--- config.mk ---
export PLATFORM = sky130hd
export DESIGN_NAME = mux_arbiter
export DESIGN_NICKNAME = d
export VERILOG_FILES = /design/src/rtl/mux_arbiter_pkg.sv /design/src/rtl/mux_arbiter_bus_mux_n.sv /design/src/rtl/mux_arbiter.sv
export SDC_FILE = /design/constraint.sdc
export NUM_CORES = 1
export LEC_CHECK = 0
export ABC_CLOCK_PERIOD_IN_PS = 4800
export CORE_MARGIN = 3
export CORE_UTILIZATION = 25
export CTS_CLUSTER_DIAMETER = 120
export DETAILED_ROUTE_END_ITERATION = 7
export GPL_TIMING_DRIVEN = 0
export PLACE_DENSITY_LB_ADDON = 0.08
export SLEW_MARGIN = 20
export SYNTH_ARGS = -nofsm -noshare
export SYNTH_HDL_FRONTEND = slang
export SYNTH_HIERARCHICAL = 1
export SYNTH_SLANG_ARGS = --single-unit
--- constraint.sdc ---
create_clock -name clk -period 4.8 [get_ports clk]
set_input_delay 0.72 -clock clk [delete_from_list [all_inputs] [get_ports clk]]
set_output_delay 0.72 -clock clk [all_outputs]
set_load 0.005 [all_outputs]
--- src/rtl/mux_arbiter_pkg.sv ---
// ============================================================================
// Module      : mux_arbiter_pkg
// Description : Shared definitions for the round-robin bus-mux arbiter:
//               FSM state encoding and default sizing values.
// Revision    : 1.0 - initial release
// ============================================================================
`default_nettype none

package mux_arbiter_pkg;

    // Arbiter FSM states; encodings are fixed so external views stay stable
    typedef enum logic [0:0] {
        IDLE  = 1'b0,
        GRANT = 1'b1
    } arbState_t;

    localparam int DEF_NUM_REQ  = 4;
    localparam int DEF_WIDTH    = 16;
    localparam int DEF_MAX_HOLD = 8;

endpackage : mux_arbiter_pkg

`default_nettype wire

--- src/rtl/mux_arbiter_bus_mux_n.sv ---
// ============================================================================
// Module      : bus_mux_n (with 2-input Mux cell)
// Description : NUM_REQ-to-1 WIDTH-bit bus mux built as a binary tree of
//               2-input Mux cells, followed by an AND gate that forces the
//               bus to zero while no grant is active.
// Revision    : 1.0 - initial release
// ============================================================================
`default_nettype none

module Mux #(
    parameter int W = 16
) (
    input  logic         sel,
    input  logic [W-1:0] a,
    input  logic [W-1:0] b,
    output logic [W-1:0] y
);

    assign y = sel ? b : a;

endmodule : Mux

module bus_mux_n #(
    parameter int NUM_REQ = 4,
    parameter int WIDTH   = 16,
    parameter int SEL_W   = 2
) (
    input  logic [SEL_W-1:0]         select,
    input  logic                     busy,
    input  logic [NUM_REQ*WIDTH-1:0] inData,
    output logic [WIDTH-1:0]         out
);

    // Level l holds NUM_REQ>>l candidates; select bit l-1 picks between pairs
    for (genvar l = 0; l <= SEL_W; l++) begin : g_lvl
        localparam int N = NUM_REQ >> l;
        logic [N*WIDTH-1:0] w_data;

        if (l == 0) begin : g_leaf
            assign w_data = inData;
        end else begin : g_node
            for (genvar j = 0; j < N; j++) begin : g_cell
                Mux #(.W(WIDTH)) u_mux (
                    .sel (select[l-1]),
                    .a   (g_lvl[l-1].w_data[(2*j)*WIDTH   +: WIDTH]),
                    .b   (g_lvl[l-1].w_data[(2*j+1)*WIDTH +: WIDTH]),
                    .y   (w_data[j*WIDTH +: WIDTH])
                );
            end
        end
    end

    // Bus is driven only while an owner holds the grant
    assign out = g_lvl[SEL_W].w_data & {WIDTH{busy}};

endmodule : bus_mux_n

`default_nettype wire

--- src/rtl/mux_arbiter.sv ---
// ============================================================================
// Module      : mux_arbiter
// Description : Round-robin arbiter sequencing a shared WIDTH-bit bus mux
//               between NUM_REQ requesters. Grant is held while the owner
//               keeps req high; handover happens on the same edge the owner
//               releases, starting the scan one past the current owner.
//               Optional macro MUX_ARB_TIMEOUT_EN adds a hold counter that
//               pre-empts an owner after MAX_HOLD grant cycles when another
//               requester is waiting.
// Revision    : 1.0 - initial release
// ============================================================================
`default_nettype none

module mux_arbiter
    import mux_arbiter_pkg::*;
#(
    parameter int NUM_REQ  = DEF_NUM_REQ,
    parameter int WIDTH    = DEF_WIDTH,
    parameter int SEL_W    = $clog2(NUM_REQ),
    parameter int MAX_HOLD = DEF_MAX_HOLD
) (
    input  logic                     clk,
    input  logic                     reset,
    input  logic [NUM_REQ-1:0]       req,
    input  logic [NUM_REQ*WIDTH-1:0] inData,
    output logic [NUM_REQ-1:0]       grant,
    output logic [SEL_W-1:0]         select,
    output logic                     busy,
    output logic [WIDTH-1:0]         out
);

    // Elaboration-time sanity checks on the configuration
    if (SEL_W != $clog2(NUM_REQ) || NUM_REQ < 2 || NUM_REQ > 8) begin : g_badSize
        $error("mux_arbiter: NUM_REQ must be a power of two in 2..8 and SEL_W = log2(NUM_REQ)");
    end
    if (MAX_HOLD < 1) begin : g_badHold
        $error("mux_arbiter: MAX_HOLD must be at least 1");
    end

    arbState_t          r_state;
    logic [SEL_W-1:0]   r_last;
    logic [NUM_REQ-1:0] w_cand;
    logic [SEL_W-1:0]   w_idx;
    logic [SEL_W-1:0]   w_winner;
    logic               w_found;
    logic               w_preempt;
    logic               w_rearb;
    logic               w_take;

    // Candidates exclude the current owner; in IDLE grant is zero so all req count
    assign w_cand = req & ~grant;

    // Round-robin scan starting one past the last owner; index wraps naturally
    always_comb begin
        w_found  = 1'b0;
        w_winner = '0;
        w_idx    = '0;
        for (int k = 1; k <= NUM_REQ; k++) begin
            w_idx = r_last + SEL_W'(k);
            if (!w_found && w_cand[w_idx]) begin
                w_found  = 1'b1;
                w_winner = w_idx;
            end
        end
    end

`ifdef MUX_ARB_TIMEOUT_EN
    localparam int HOLD_W = $clog2(MAX_HOLD) + 1;
    logic [HOLD_W-1:0] r_hold;

    // The cycle now ending is grant cycle r_hold+1; pre-empt once it hits the limit
    assign w_preempt = (r_state == GRANT) && (r_hold >= HOLD_W'(MAX_HOLD - 1)) && (|w_cand);

    // Hold counter: cleared on every new grant, saturates at MAX_HOLD
    always_ff @(posedge clk) begin
        if (reset) begin
            r_hold <= '0;
        end else if (w_take) begin
            r_hold <= '0;
        end else if (r_state == GRANT && r_hold != HOLD_W'(MAX_HOLD)) begin
            r_hold <= r_hold + 1'b1;
        end
    end
`else
    assign w_preempt = 1'b0;
`endif

    // Arbitrate when idle, when the owner releases, or when it is pre-empted
    assign w_rearb = (r_state == IDLE) || !req[select] || w_preempt;
    assign w_take  = w_rearb && w_found;

    // Arbiter FSM with registered grant/select/busy
    always_ff @(posedge clk) begin
        if (reset) begin
            r_state <= IDLE;
            r_last  <= SEL_W'(NUM_REQ - 1);
            grant   <= '0;
            select  <= '0;
            busy    <= 1'b0;
        end else if (w_take) begin
            r_state <= GRANT;
            r_last  <= w_winner;
            grant   <= NUM_REQ'(1) << w_winner;
            select  <= w_winner;
            busy    <= 1'b1;
        end else if (r_state == GRANT && w_rearb) begin
            r_state <= IDLE;
            grant   <= '0;
            busy    <= 1'b0;
        end
    end

    bus_mux_n #(
        .NUM_REQ (NUM_REQ),
        .WIDTH   (WIDTH),
        .SEL_W   (SEL_W)
    ) u_busMux (
        .select (select),
        .busy   (busy),
        .inData (inData),
        .out    (out)
    );

endmodule : mux_arbiter

`default_nettype wire

==> results of run 1 <==
## routing by layer
metal	up-vias	GRT usage [%]	wire (um)
met2	48	26.3	2200
li1	645	-	-
met4	0	4.64	61
met1	609	16.6	1930
met5	-	0	0
met3	7	2.04	258
## state kept, by name, summed over array words and instances (netlist names)
name / flops
grant: 4
r_last: 2
select: 2
r_state: 1
## through the flow
stage | power [mW] | utilization (%) | std cells | hold WS, ns | worst slack (ns)
final | 0.603 | 48.1 | 286 | 0.479 | 1.79
after floorplan | 0.361 | - | 124 | 0.464 | 2.63
after detailed placement | 0.518 | 47.1 | 282 | 0.469 | 1.79
after CTS | 0.609 | 48.1 | 286 | 0.486 | 1.78
after global placement | 0.510 | 47.1 | 282 | 0.468 | 1.80
after global routing | 0.640 | 48.1 | 286 | 0.517 | 1.74
## critical path: cells and delay by family
kind	cells	cell delay, ns
muxes	2	0.53
and+or+nand+nor	1	0.18
buffers and inverters	2	0.87
## power by group through the flow
stage	registers [mW]	clock network, mW	logic (mW)
finish	0.106	0.0881	0.410
global route	0.109	0.0931	0.439
floorplan	0.104	0	0.257
detailed placement	0.107	0	0.411
global placement	0.106	0	0.404
CTS	0.106	0.0900	0.413
## cells by family (layout without fill, tap and decap cells)
| kind of cell | Yosys count | in the layout |
|---|---|---|
| AOI/OAI and AO/OA | 17 | 17 |
| buffers and inverters | 9 | 104 |
| DFF | 9 | 9 |
| muxes | 49 | 49 |
| and+or+nand+nor | 40 | 40 |
## how the worst min path moves through the flow
| stage | to | cells after the start |
|---|---|---|
| floorplan | grant[2] | 1 |
| global placement | grant[2] | 1 |
| detailed placement | grant[2] | 1 |
| CTS | grant[2] | 1 |
| global route | grant[2] | 1 |
| finish | grant[2] | 1 |
## cell usage after synthesis
| library cell | count | area share, % |
|---|---|---|
| sky130_fd_sc_hd__a21o_1 | 2 | 1.1 |
| sky130_fd_sc_hd__a21oi_1 | 4 | 1.5 |
| sky130_fd_sc_hd__a221o_1 | 1 | 0.75 |
| sky130_fd_sc_hd__a22o_1 | 2 | 1.3 |
| sky130_fd_sc_hd__a22oi_1 | 2 | 1.1 |
| sky130_fd_sc_hd__a31oi_1 | 1 | 0.47 |
| sky130_fd_sc_hd__and2_1 | 5 | 2.3 |
| sky130_fd_sc_hd__and2_2 | 12 | 6.7 |
| sky130_fd_sc_hd__buf_12 | 3 | 4.5 |
| sky130_fd_sc_hd__buf_6 | 4 | 3.4 |
| sky130_fd_sc_hd__clkbuf_1 | 1 | 0.28 |
| sky130_fd_sc_hd__dfxtp_1 | 9 | 13 |
| sky130_fd_sc_hd__inv_1 | 1 | 0.28 |
| sky130_fd_sc_hd__mux2_2 | 18 | 15 |
| sky130_fd_sc_hd__mux2_4 | 30 | 34 |
| sky130_fd_sc_hd__mux4_2 | 1 | 1.7 |
| sky130_fd_sc_hd__nand2_1 | 5 | 1.4 |
| sky130_fd_sc_hd__nand2b_1 | 3 | 1.4 |
| sky130_fd_sc_hd__nand3_1 | 1 | 0.37 |
| sky130_fd_sc_hd__nand4b_1 | 1 | 0.66 |
| sky130_fd_sc_hd__nor2_1 | 4 | 1.1 |
| sky130_fd_sc_hd__nor2b_1 | 4 | 1.9 |
| sky130_fd_sc_hd__nor3_1 | 2 | 0.75 |
| sky130_fd_sc_hd__nor3_2 | 1 | 0.75 |
| sky130_fd_sc_hd__nor4_1 | 1 | 0.47 |
| sky130_fd_sc_hd__o211ai_1 | 2 | 1.1 |
| sky130_fd_sc_hd__o21a_1 | 1 | 0.56 |
| sky130_fd_sc_hd__o21ai_0 | 1 | 0.37 |
| sky130_fd_sc_hd__o21bai_1 | 1 | 0.56 |
| sky130_fd_sc_hd__or3b_1 | 1 | 0.66 |
## layout make-up
type                       count  area (um2)
fill                         496        2570
multi-input combinational    106        1040
timing repair buffer          91         911
sequential                     9         180
buffer                         8         109
tap                           67        83.8
clock buffer                   4        45.0
inverter                       1        3.75
==> results summary, run 1 <==
In this run the cell area measured after placement is 2330 um2. The final antenna diode count came out at 0. In this run the number of H-tree levels came out at 1. The number of distinct library cells after synthesis is 30. Among all stages on the critical path, the largest delay is contributed by sky130_fd_sc_hd__clkdlybuf4s50_1. The number of cell rows is 25.

Across the routed clock network, the largest skew measured is 0.000676 ns. The number of antenna violations at the first check in global routing is 0. The minimum clock period came out at 3.01 ns. For this run, design rule violations remaining after detail routing come to 0. In this run the worst path has a maximum fanout of 1. The congestion estimate from routability-driven global placement came to 0.770. The count of nets left with antenna violations once routing finished came out at 0. The post-CTS resize count is 0. The first-pass detailed-route iteration total is 3. The biggest cell delay along the critical path is 0.46 ns. In this run the worst setup path begins at inData[39]. The global router's overall resource usage is ~14%. The startpoint of the lowest-slack hold path is grant[2].

The xor/xnor cell area share of the yosys netlist is 0%. The post-synth net total is 194. Measured in cells, the most critical reg-to-reg path has a length of 5. The area of the die came out at 6250 um2. The total number of vias came out at 1309. The mux share of post-synthesis cell area came out at 50.6%.

The signal on the critical path passes through clkdlybuf4s50_1, mux2_4, mux2_4, and2_2, clkdlybuf4s50_1. Leaving out fill and tap cells, the most frequent cells in the layout are sky130_fd_sc_hd__clkdlybuf4s50_1 (91), sky130_fd_sc_hd__mux2_4 (30), sky130_fd_sc_hd__mux2_2 (18). Yosys printed 6 warnings. The area of the mapped netlist is 1340 um2. The fraction of power consumed by combinational cells is between 60% and 70%.

The library cell used most frequently in the layout, excluding fill and tap cells, is sky130_fd_sc_hd__clkdlybuf4s50_1. The clock passes through at most 2 buffers. TritonCTS created 3 clock buffers. The final max-slew violation count is 0. The analysis attributes to net switching a power of between 0.15 and 0.2 mW. The clock input transition at the sequential cells of the worst setup and hold paths is 0.04 ns. After synthesis, the largest family of logic cells by area is multiplexers. The part of the Yosys area used for sequential elements is 13.5%. The count of state elements after synthesis is 9. The design area came out at 2370 um2. Pin placement for this block handled 93 I/O pins.

Setup violations remaining at the end of the flow were counted as 0. Buffers added to address setup during post-CTS repair amount to 0. Dividing total power by cell area gives a power density of 254 nW/um2.

The remaining global-route overflow is 0. Setup repair after global routing left no endpoint under its margin. The worst min-delay path class is flop to flop. The number of hold violations in the final report is 0.

Counting every instance in the synthesized netlist gives 124. Derived from the worst setup path, the maximum achievable clock frequency is between 300 and 400 MHz. The critical register-to-register path startpoint is select[0].

The share of total power dissipated in sequential elements is 17.5%. The critical path endpoint is out[7]. The critical path in this run is classified as input pin to output pin. The share of power burned in the clock network came out at between 10% and 20%. The signed area change from the synthesized netlist to the final layout came out at 77.9%.

The worst-case headroom to the max-slew limit is 71.0%. The area of the core came out at a little under 5000 um2. The die width came out at 79.1 um. The wire length per cell is 15.6 um. At the pin with the least slew margin, the transition time is 0.435 ns. The final routed wirelength across all metal layers came out at approximately 4500 um. The number of DRC markers after the initial detailed-route iteration came out at 55. The startpoint class of the critical path is an input pin.

The flow ran to the end, and the final reports show no timing, DRC or antenna violations. The final-layout setup total negative slack is 0 ns. The share of final-layout standard cells stronger than drive strength 1 came out at 32.9%. The effective utilization at floorplan is between 20% and 30%. The placed wire-length estimate is 3650 um. Summed over all cells, the static leakage comes to 0.954 nW.

The via count of the first global-routing pass was 1401. The post-synthesis compound-gate area fraction came out at between 8 and 9%. The later pin in the worst-skew pair is clocked with a latency of 0.23 ns. The root buffer selected by CTS is sky130_fd_sc_hd__clkbuf_8.

Of the total power, the share spent switching nets is ~30%. The count of buffers added on input and output ports is 91. Measured along the y axis, the die boundary spans 79.1 um.

The detail-routed via count per cell came out at 4.58. The net count of the finished layout is 290. STA classifies the critical path endpoint as an output pin.

The max-capacitance violation count came out at 0. The clock sink count came out at 9. The first global-routing pass estimated 7090 um of wire. The worst register-to-register path ends at grant[3]. The post-synthesis average cell area came out at 10.8 um2. The pin count of the biggest net entering global routing is 12. The CTS tree is yes.

In the finished design, the share of the clock period the worst path needs comes to 62.7%. In this run the register-to-register setup slack is 3.03 ns. The synthesized netlist devotes 0% of its cell area to adder and majority cells.

The worst endpoint required time came out at 4.08 ns. The post-cts hold buffer count is 0. The arrival time reported for the critical path endpoint came out at 2.29 ns. The cell-internal power is around 0.42 mW.

The peak supply drop came out at 207 uV. The synthesized netlist devotes 18.6% of its cell area to simple gates.
Note: power is estimated with default switching activity, not from simulation.
==> run 2, diff against run 1 <==
- ABC_CLOCK_PERIOD_IN_PS: 4800 -> 2650
- clock period: 4.8 -> 2.65 ns (I/O delays scaled with it)
==> results summary, run 2 (synthesis gave the netlist of run 1 again) <==
The placed wire-length estimate came out at 3650 um (unchanged). The wire length per cell came out at 15.6 um (unchanged). The remaining global-route overflow is 0 (unchanged). The number of antenna violations at the first check in global routing is 0 (unchanged). The cell depth of the worst hold path is 1 (unchanged).

The number of cell rows was 25 (unchanged). The die width is 79.1 um (unchanged). The worst setup path is launched from a flop. The antenna violation net count after detailed routing came to 0 (unchanged). The area of the core is 4940 um2 (unchanged). The pin count of the biggest net entering global routing is 12 (unchanged). The critical path goes through buf_6, buf_12, mux2_4, mux2_4, and2_2, clkdlybuf4s50_1. The final routed wirelength across all metal layers came out at 4450 um (unchanged). The switching share of power came out at 29.9% (about the same). The clock insertion delay at the later pin of the skew report was 0.23 ns (about the same). The most repeated library cell on the critical path is sky130_fd_sc_hd__mux2_4. The share of final-layout standard cells stronger than drive strength 1 came out at 33.3% (+0.46 points).

The share of the clock period used by the worst path came out at a little over nine tenths. The final antenna diode count is 0 (unchanged). The register with the most flip-flops in the final layout is grant.

The area of the die came out at 6250 um2 (unchanged). The biggest cell delay along the critical path came out at 0.46 ns (about the same). The via count of the first global-routing pass came out at 1401 (unchanged). The worst endpoint required time is 2.25 ns (-1.83 ns).

The share of power burned in the clock network was 14.6% (about the same). The clock input transition at the sequential cells of the worst setup and hold paths is 0.04 ns (about the same). The number of nets at the end of the flow is 290 (unchanged). The sequential cell fraction of total power came out at 17.6% (about the same). The deepest clock path buffer count is 2 (unchanged).

On the critical path, the stage with the largest delay is an instance of sky130_fd_sc_hd__clkdlybuf4s50_1. The actual transition at the worst max-transition pin was 0.435 ns (unchanged). The minimum clock period is 2.53 ns.

The worst-case headroom to the max-slew limit is 71.0% (unchanged). The number of non-filler instances in the completed layout came out at 286 (unchanged). The number of cells traversed by the worst register-to-register path came to 5 (unchanged).

The max-capacitance violation count is 0 (unchanged). The detail-routed via count per cell is 4.58 (unchanged). The largest fanout of any net on the critical path came out at 10 (+9). The clock buffer count from CTS is 3 (unchanged). Leaving out fill and tap cells, the most frequent cell in the layout is sky130_fd_sc_hd__clkdlybuf4s50_1. The floorplan die height came out at 79.1 um (unchanged).

The signed area change from the synthesized netlist to the final layout came out at 78.0% (about the same). The startpoint identified for the worst register-to-register timing path is select[0]. The effective utilization at floorplan is 27.0% (unchanged).

The largest registers in the layout are grant (4), r_last (2), select (2). The arrival time reported for the critical path endpoint was 2.14 ns (-0.15 ns). The fmax is 395 MHz. The worst hold margin is 0.479 ns (unchanged). Setup repair after global routing left no endpoint under its margin. The peak supply drop is 375 uV (+81%). The global-route wire length before repair came to 7090 um (unchanged). The worst setup path is of the flop to output pin kind. The flip-flop and latch area was 181 um2 (+0.69%). The clock sink count came out at 9 (unchanged). The post-cts hold buffer count is 0 (unchanged). The global placement routability congestion is 0.770 (unchanged). The final max-slew violation count is 0 (unchanged). The count of final setup violators is 0 (unchanged). Clock tree synthesis selected as its root buffer the cell sky130_fd_sc_hd__clkbuf_8. The first-pass detailed-route iteration total is 3 (unchanged). In the layout the commonest cells are sky130_fd_sc_hd__clkdlybuf4s50_1 (91), sky130_fd_sc_hd__mux2_4 (30), sky130_fd_sc_hd__mux2_2 (18).

The area after detailed placement was 2330 um2 (unchanged). TritonCTS built the clock tree. The cell-internal power came out at 0.767 mW (+81%). The global router's overall resource usage is 14.2% (unchanged). The worst clock skew on the final layout was 0.000676 ns (unchanged). The design area came to 2380 um2 (about the same). The post-CTS resize count came to 0 (unchanged). The switching component of the power is 0.327 mW (+81%).

The total number of vias came out at 1309 (unchanged). The cell family contributing the most delay on the critical path is buffers and inverters. The area occupied by multi-input gates is 1040 um2 (unchanged). The fraction of power consumed by combinational cells came out at 67.8% (about the same). The logic depth of the worst path, buffers included is 6 (+1).

The leakage dissipation is 0.955 nW (about the same). The post-route core utilization came to 48.1% (about the same). In this run the most critical hold path is launched from grant[2]. The tightest min-delay check is of the flop to flop type. The remaining routing DRC violations is 0 (unchanged). The total power per unit cell area came to 460 nW/um2 (+81%). The worst setup path is captured at an output pin. The buffer and inverter count on the worst path came out at 3 (+1). The number of hold violations in the final report came out at 0 (unchanged).

In this run the worst setup path begins at select[0]. The number of filler cells placed in the layout was 498 (+0.40%). The count of placed standard cells including taps is 282 (unchanged). The port buffer count is 91 (unchanged). The number of DRC markers after the initial detailed-route iteration is 55 (unchanged). The final-layout setup total negative slack is 0 ns (unchanged).

The flow ran to the end, and the final reports show no timing, DRC or antenna violations. The count of H-tree levels built during CTS was 1 (unchanged). The number of flip-flops under the largest register name came out at 4 (unchanged).

The top-level I/O count is 93 (unchanged). The number of buffers added for setup after CTS came out at 0 (unchanged).
run 2: final timing paths:
path | slack, ns | to
hold / removal | 0.48 | grant[2]
setup reg to reg | 0.96 | grant[3]
setup / recovery | 0.12 | out[7]
hold reg to reg | 0.48 | grant[2]
run 2: area by class of cell:
class                   count  area share, %
clock buffers               4           1.90
multi-input cells         106           43.9
plain buffers               8           4.58
inverters                   1          0.158
flip-flops and latches      9           7.64
repair buffers             91           38.3
well taps                  67           3.53
run 2: worst reg2reg max path: cells and delay by family, from the launching register on:
| kind | cells | cell delay [ns] |
|---|---|---|
| AOI/OAI and AO/OA | 2 | 0.42 |
| DFF | 1 | 0.38 |
| muxes | 1 | 0.53 |
| and+or+nand+nor | 2 | 0.25 |
run 2: through the flow:
stage,power (mW),worst slack [ns]
after detailed placement,0.938,0.282
final,1.09,0.116
after CTS,1.10,0.0198
after global routing,1.16,0.0363
after floorplan,0.655,0.798
after global placement,0.924,0.272
run 2: power groups by stage:
stage               Clock, mW  Combinational, mW  Sequential, mW
floorplan                   0              0.466           0.188
detailed placement          0              0.744           0.194
CTS                     0.163              0.747           0.192
finish                  0.160              0.742           0.193
global placement            0              0.731           0.193
global route            0.169              0.795           0.198
run 2: per-layer routing:
metal | wire (um) | track usage (%)
met1 | 1930 | 16.6
met2 | 2200 | 26.3
met3 | 258 | 2.04
met4 | 61 | 4.64
met5 | 0 | 0
==> run 3, diff against run 2 <==
- CORE_UTILIZATION: 25 -> 32
- TNS_END_PERCENT: default -> 100
==> results summary, run 3 (synthesis gave the netlist of run 1 again) <==
The number of hold violations in the final report came out at 0 (unchanged). The largest fanout of any net on the critical path was 10 (unchanged). TritonCTS built the clock tree. The wire length per cell is 15.1 um (-3.0%).

The worst endpoint required time came to 2.25 ns (about the same). The arrival time reported for the critical path endpoint is 2.13 ns (about the same). Setup repair after global routing left no endpoint under its margin. The fraction of power consumed by combinational cells is 67.5% (-0.3 points). The detail-routed via count per cell came out at 4.89 (+6.9%).

The antenna violation net count after detailed routing came to 0 (unchanged). The remaining routing DRC violations was 0 (unchanged). The flow ran to the end, and the final reports show no timing, DRC or antenna violations. The count of H-tree levels built during CTS came to 1 (unchanged). The top-level I/O count came out at 93 (unchanged).

The pin count of the biggest net entering global routing is 12 (unchanged). The first-pass detailed-route iteration total is 4 (+1). The total power per unit cell area was 462 nW/um2 (+0.40%). The count of final setup violators came out at 0 (unchanged).

The number of DRC markers after the initial detailed-route iteration is 40 (-27%). The root buffer selected by CTS is sky130_fd_sc_hd__clkbuf_8. The remaining global-route overflow is 0 (unchanged). The clock sink count is 9 (unchanged). The via count of the first global-routing pass is 1361 (-2.9%). The switching component of the power is 0.320 mW (-2.0%).

The final routed wirelength across all metal layers is 4030 um (-9.5%). The sequential cell fraction of total power is 17.6% (about the same). The clock insertion delay at the later pin of the skew report came out at 0.24 ns (about the same). The number of non-filler instances in the completed layout came out at 267 (-6.6%).

The final-layout setup total negative slack came to 0 ns (unchanged). Compared with the post-synthesis result, the final layout area differs by 76.2%. The global-route wire length before repair is 6660 um (-6.1%). The max-capacitance violation count is 0 (unchanged). The number of flip-flops under the largest register name is 4 (unchanged).

The placed wire-length estimate is 3310 um (-9.4%). The area of the core came out at 3830 um2 (-23%). The total number of vias is 1306 (-0.23%). The final max-slew violation count is 0 (unchanged). The global placement routability congestion is 0.947 (+23%). The switching share of power is 29.5% (-0.42 points). More flip-flops sit in one register than any other, and that register is grant. The final antenna diode count came out at 0 (unchanged). The number of nets at the end of the flow is 290 (unchanged). The global router's overall resource usage came out at 16.3% (+2.1 points). The worst clock skew on the final layout came out at 0.00117 ns (+0.000489 ns). The worst setup path is of the flop to output pin kind. The floorplan die height is 70.6 um (-11%). The number of filler cells placed in the layout came out at 324 (-35%). The type of destination of the critical path is an output pin.

The minimum clock period is 2.53 ns (-0.00810 ns). The fmax is 396 MHz (+0.32%). The count of placed standard cells including taps is 263 (-6.7%). The worst-case headroom to the max-slew limit is 71.5% (+0.51 points). The share of power burned in the clock network is 14.9% (+0.3 points).

The die width came out at 70.6 um (-11%). The largest registers in the layout are grant (4), r_last (2), select (2). The peak supply drop came to 331 uV (-12%). The effective utilization at floorplan came out at 34.9% (+7.9 points). The share of final-layout standard cells stronger than drive strength 1 is 33.3% (unchanged). The deepest clock path buffer count came out at 2 (unchanged). The worst hold path belongs to the class flop to flop. The cell-internal power is 0.767 mW (about the same). The area of the die is 4980 um2 (-20%). The startpoint class of the critical path is a flop. The library cell used most frequently in the layout, excluding fill and tap cells, is sky130_fd_sc_hd__clkdlybuf4s50_1. In the layout the commonest cells are sky130_fd_sc_hd__clkdlybuf4s50_1 (91), sky130_fd_sc_hd__mux2_4 (30), sky130_fd_sc_hd__mux2_2 (18).

The clock buffer count from CTS is 3 (unchanged). The actual transition at the worst max-transition pin is 0.427 ns (-0.00760 ns). The leakage dissipation came out at 0.955 nW (unchanged).

The number of cell rows is 22 (-12%). The clock input transition at the sequential cells of the worst setup and hold paths is 0.04 ns (about the same). The port buffer count is 91 (unchanged). The number of antenna violations at the first check in global routing came out at 0 (unchanged).

The share of the clock period used by the worst path is 95.3% (-0.31 points).
[run 3: cell counts in the layout (fill, tap and decap cells not counted)]
Identical to the previous run, type by type.
[run 3: layer usage]
| metal | vias to the layer above | global-route usage, % | wire, um |
|---|---|---|---|
| li1 | 644 | - | - |
| met5 | - | 0 | 0 |
| met2 | 53 | 28.5 | 2020 |
| met1 | 600 | 19.6 | 1650 |
| met3 | 9 | 3.41 | 252 |
| met4 | 0 | 6.26 | 102 |
[run 3: final timing paths]
| kind | end | cells past startpoint | slack [ns] | start |
|---|---|---|---|---|
| hold / removal | grant[0] | 1 | 0.49 | grant[0] |
| setup / recovery | out[9] | 6 | 0.12 | select[0] |
| hold reg to reg | grant[0] | 1 | 0.49 | grant[0] |
| setup reg to reg | grant[2] | 4 | 0.95 | select[0] |
[run 3: critical path, stage by stage, from the launching register on]
cell and delay [ns]:
sky130_fd_sc_hd__dfxtp_2 0.38, sky130_fd_sc_hd__buf_6 0.16, sky130_fd_sc_hd__buf_12 0.15, sky130_fd_sc_hd__mux2_4 0.30, sky130_fd_sc_hd__mux2_4 0.26, sky130_fd_sc_hd__and2_2 0.19
sky130_fd_sc_hd__clkdlybuf4s50_1 0.44
[run 3: layout make-up]
cell class / count / area [um2] / area share, %
clock buffer: 4 / 45.0 / 1.91
sequential: 9 / 181 / 7.71
inverter: 1 / 3.75 / 0.160
timing repair buffer: 91 / 911 / 38.7
multi-input combinational: 106 / 1040 / 44.3
buffer: 8 / 109 / 4.63
tap: 48 / 60.1 / 2.55
[run 3: power groups by stage]
| stage | combinational (mW) | clock (mW) | sequential, mW |
|---|---|---|---|
| 6_report | 0.734 | 0.162 | 0.192 |
| 5_1_grt | 0.787 | 0.174 | 0.198 |
| 4_1_cts | 0.739 | 0.168 | 0.192 |
| 3_5_place_dp | 0.737 | 0 | 0.194 |
| 3_3_place_gp | 0.724 | 0 | 0.194 |
| 2_1_floorplan | 0.466 | 0 | 0.188 |
[run 3: through the flow]
stage	total power, mW	hold slack [ns]	util [%]	worst slack [ns]	instance area, um2
final	1.09	0.491	61.5	0.124	2350
after global routing	1.16	0.516	61.5	0.0460	2350
after CTS	1.10	0.494	61.4	0.0214	2350
after detailed placement	0.931	0.478	60.3	0.283	2310
after global placement	0.917	0.472	60.3	0.267	2310
after floorplan	0.655	0.464	-	0.798	1340
[run 3: timing repair]
item                                    CTS  global route
setup buffers                             0             0
hold buffers                              0             0
resized for setup                         0             1
endpoints found under the setup margin    0            10
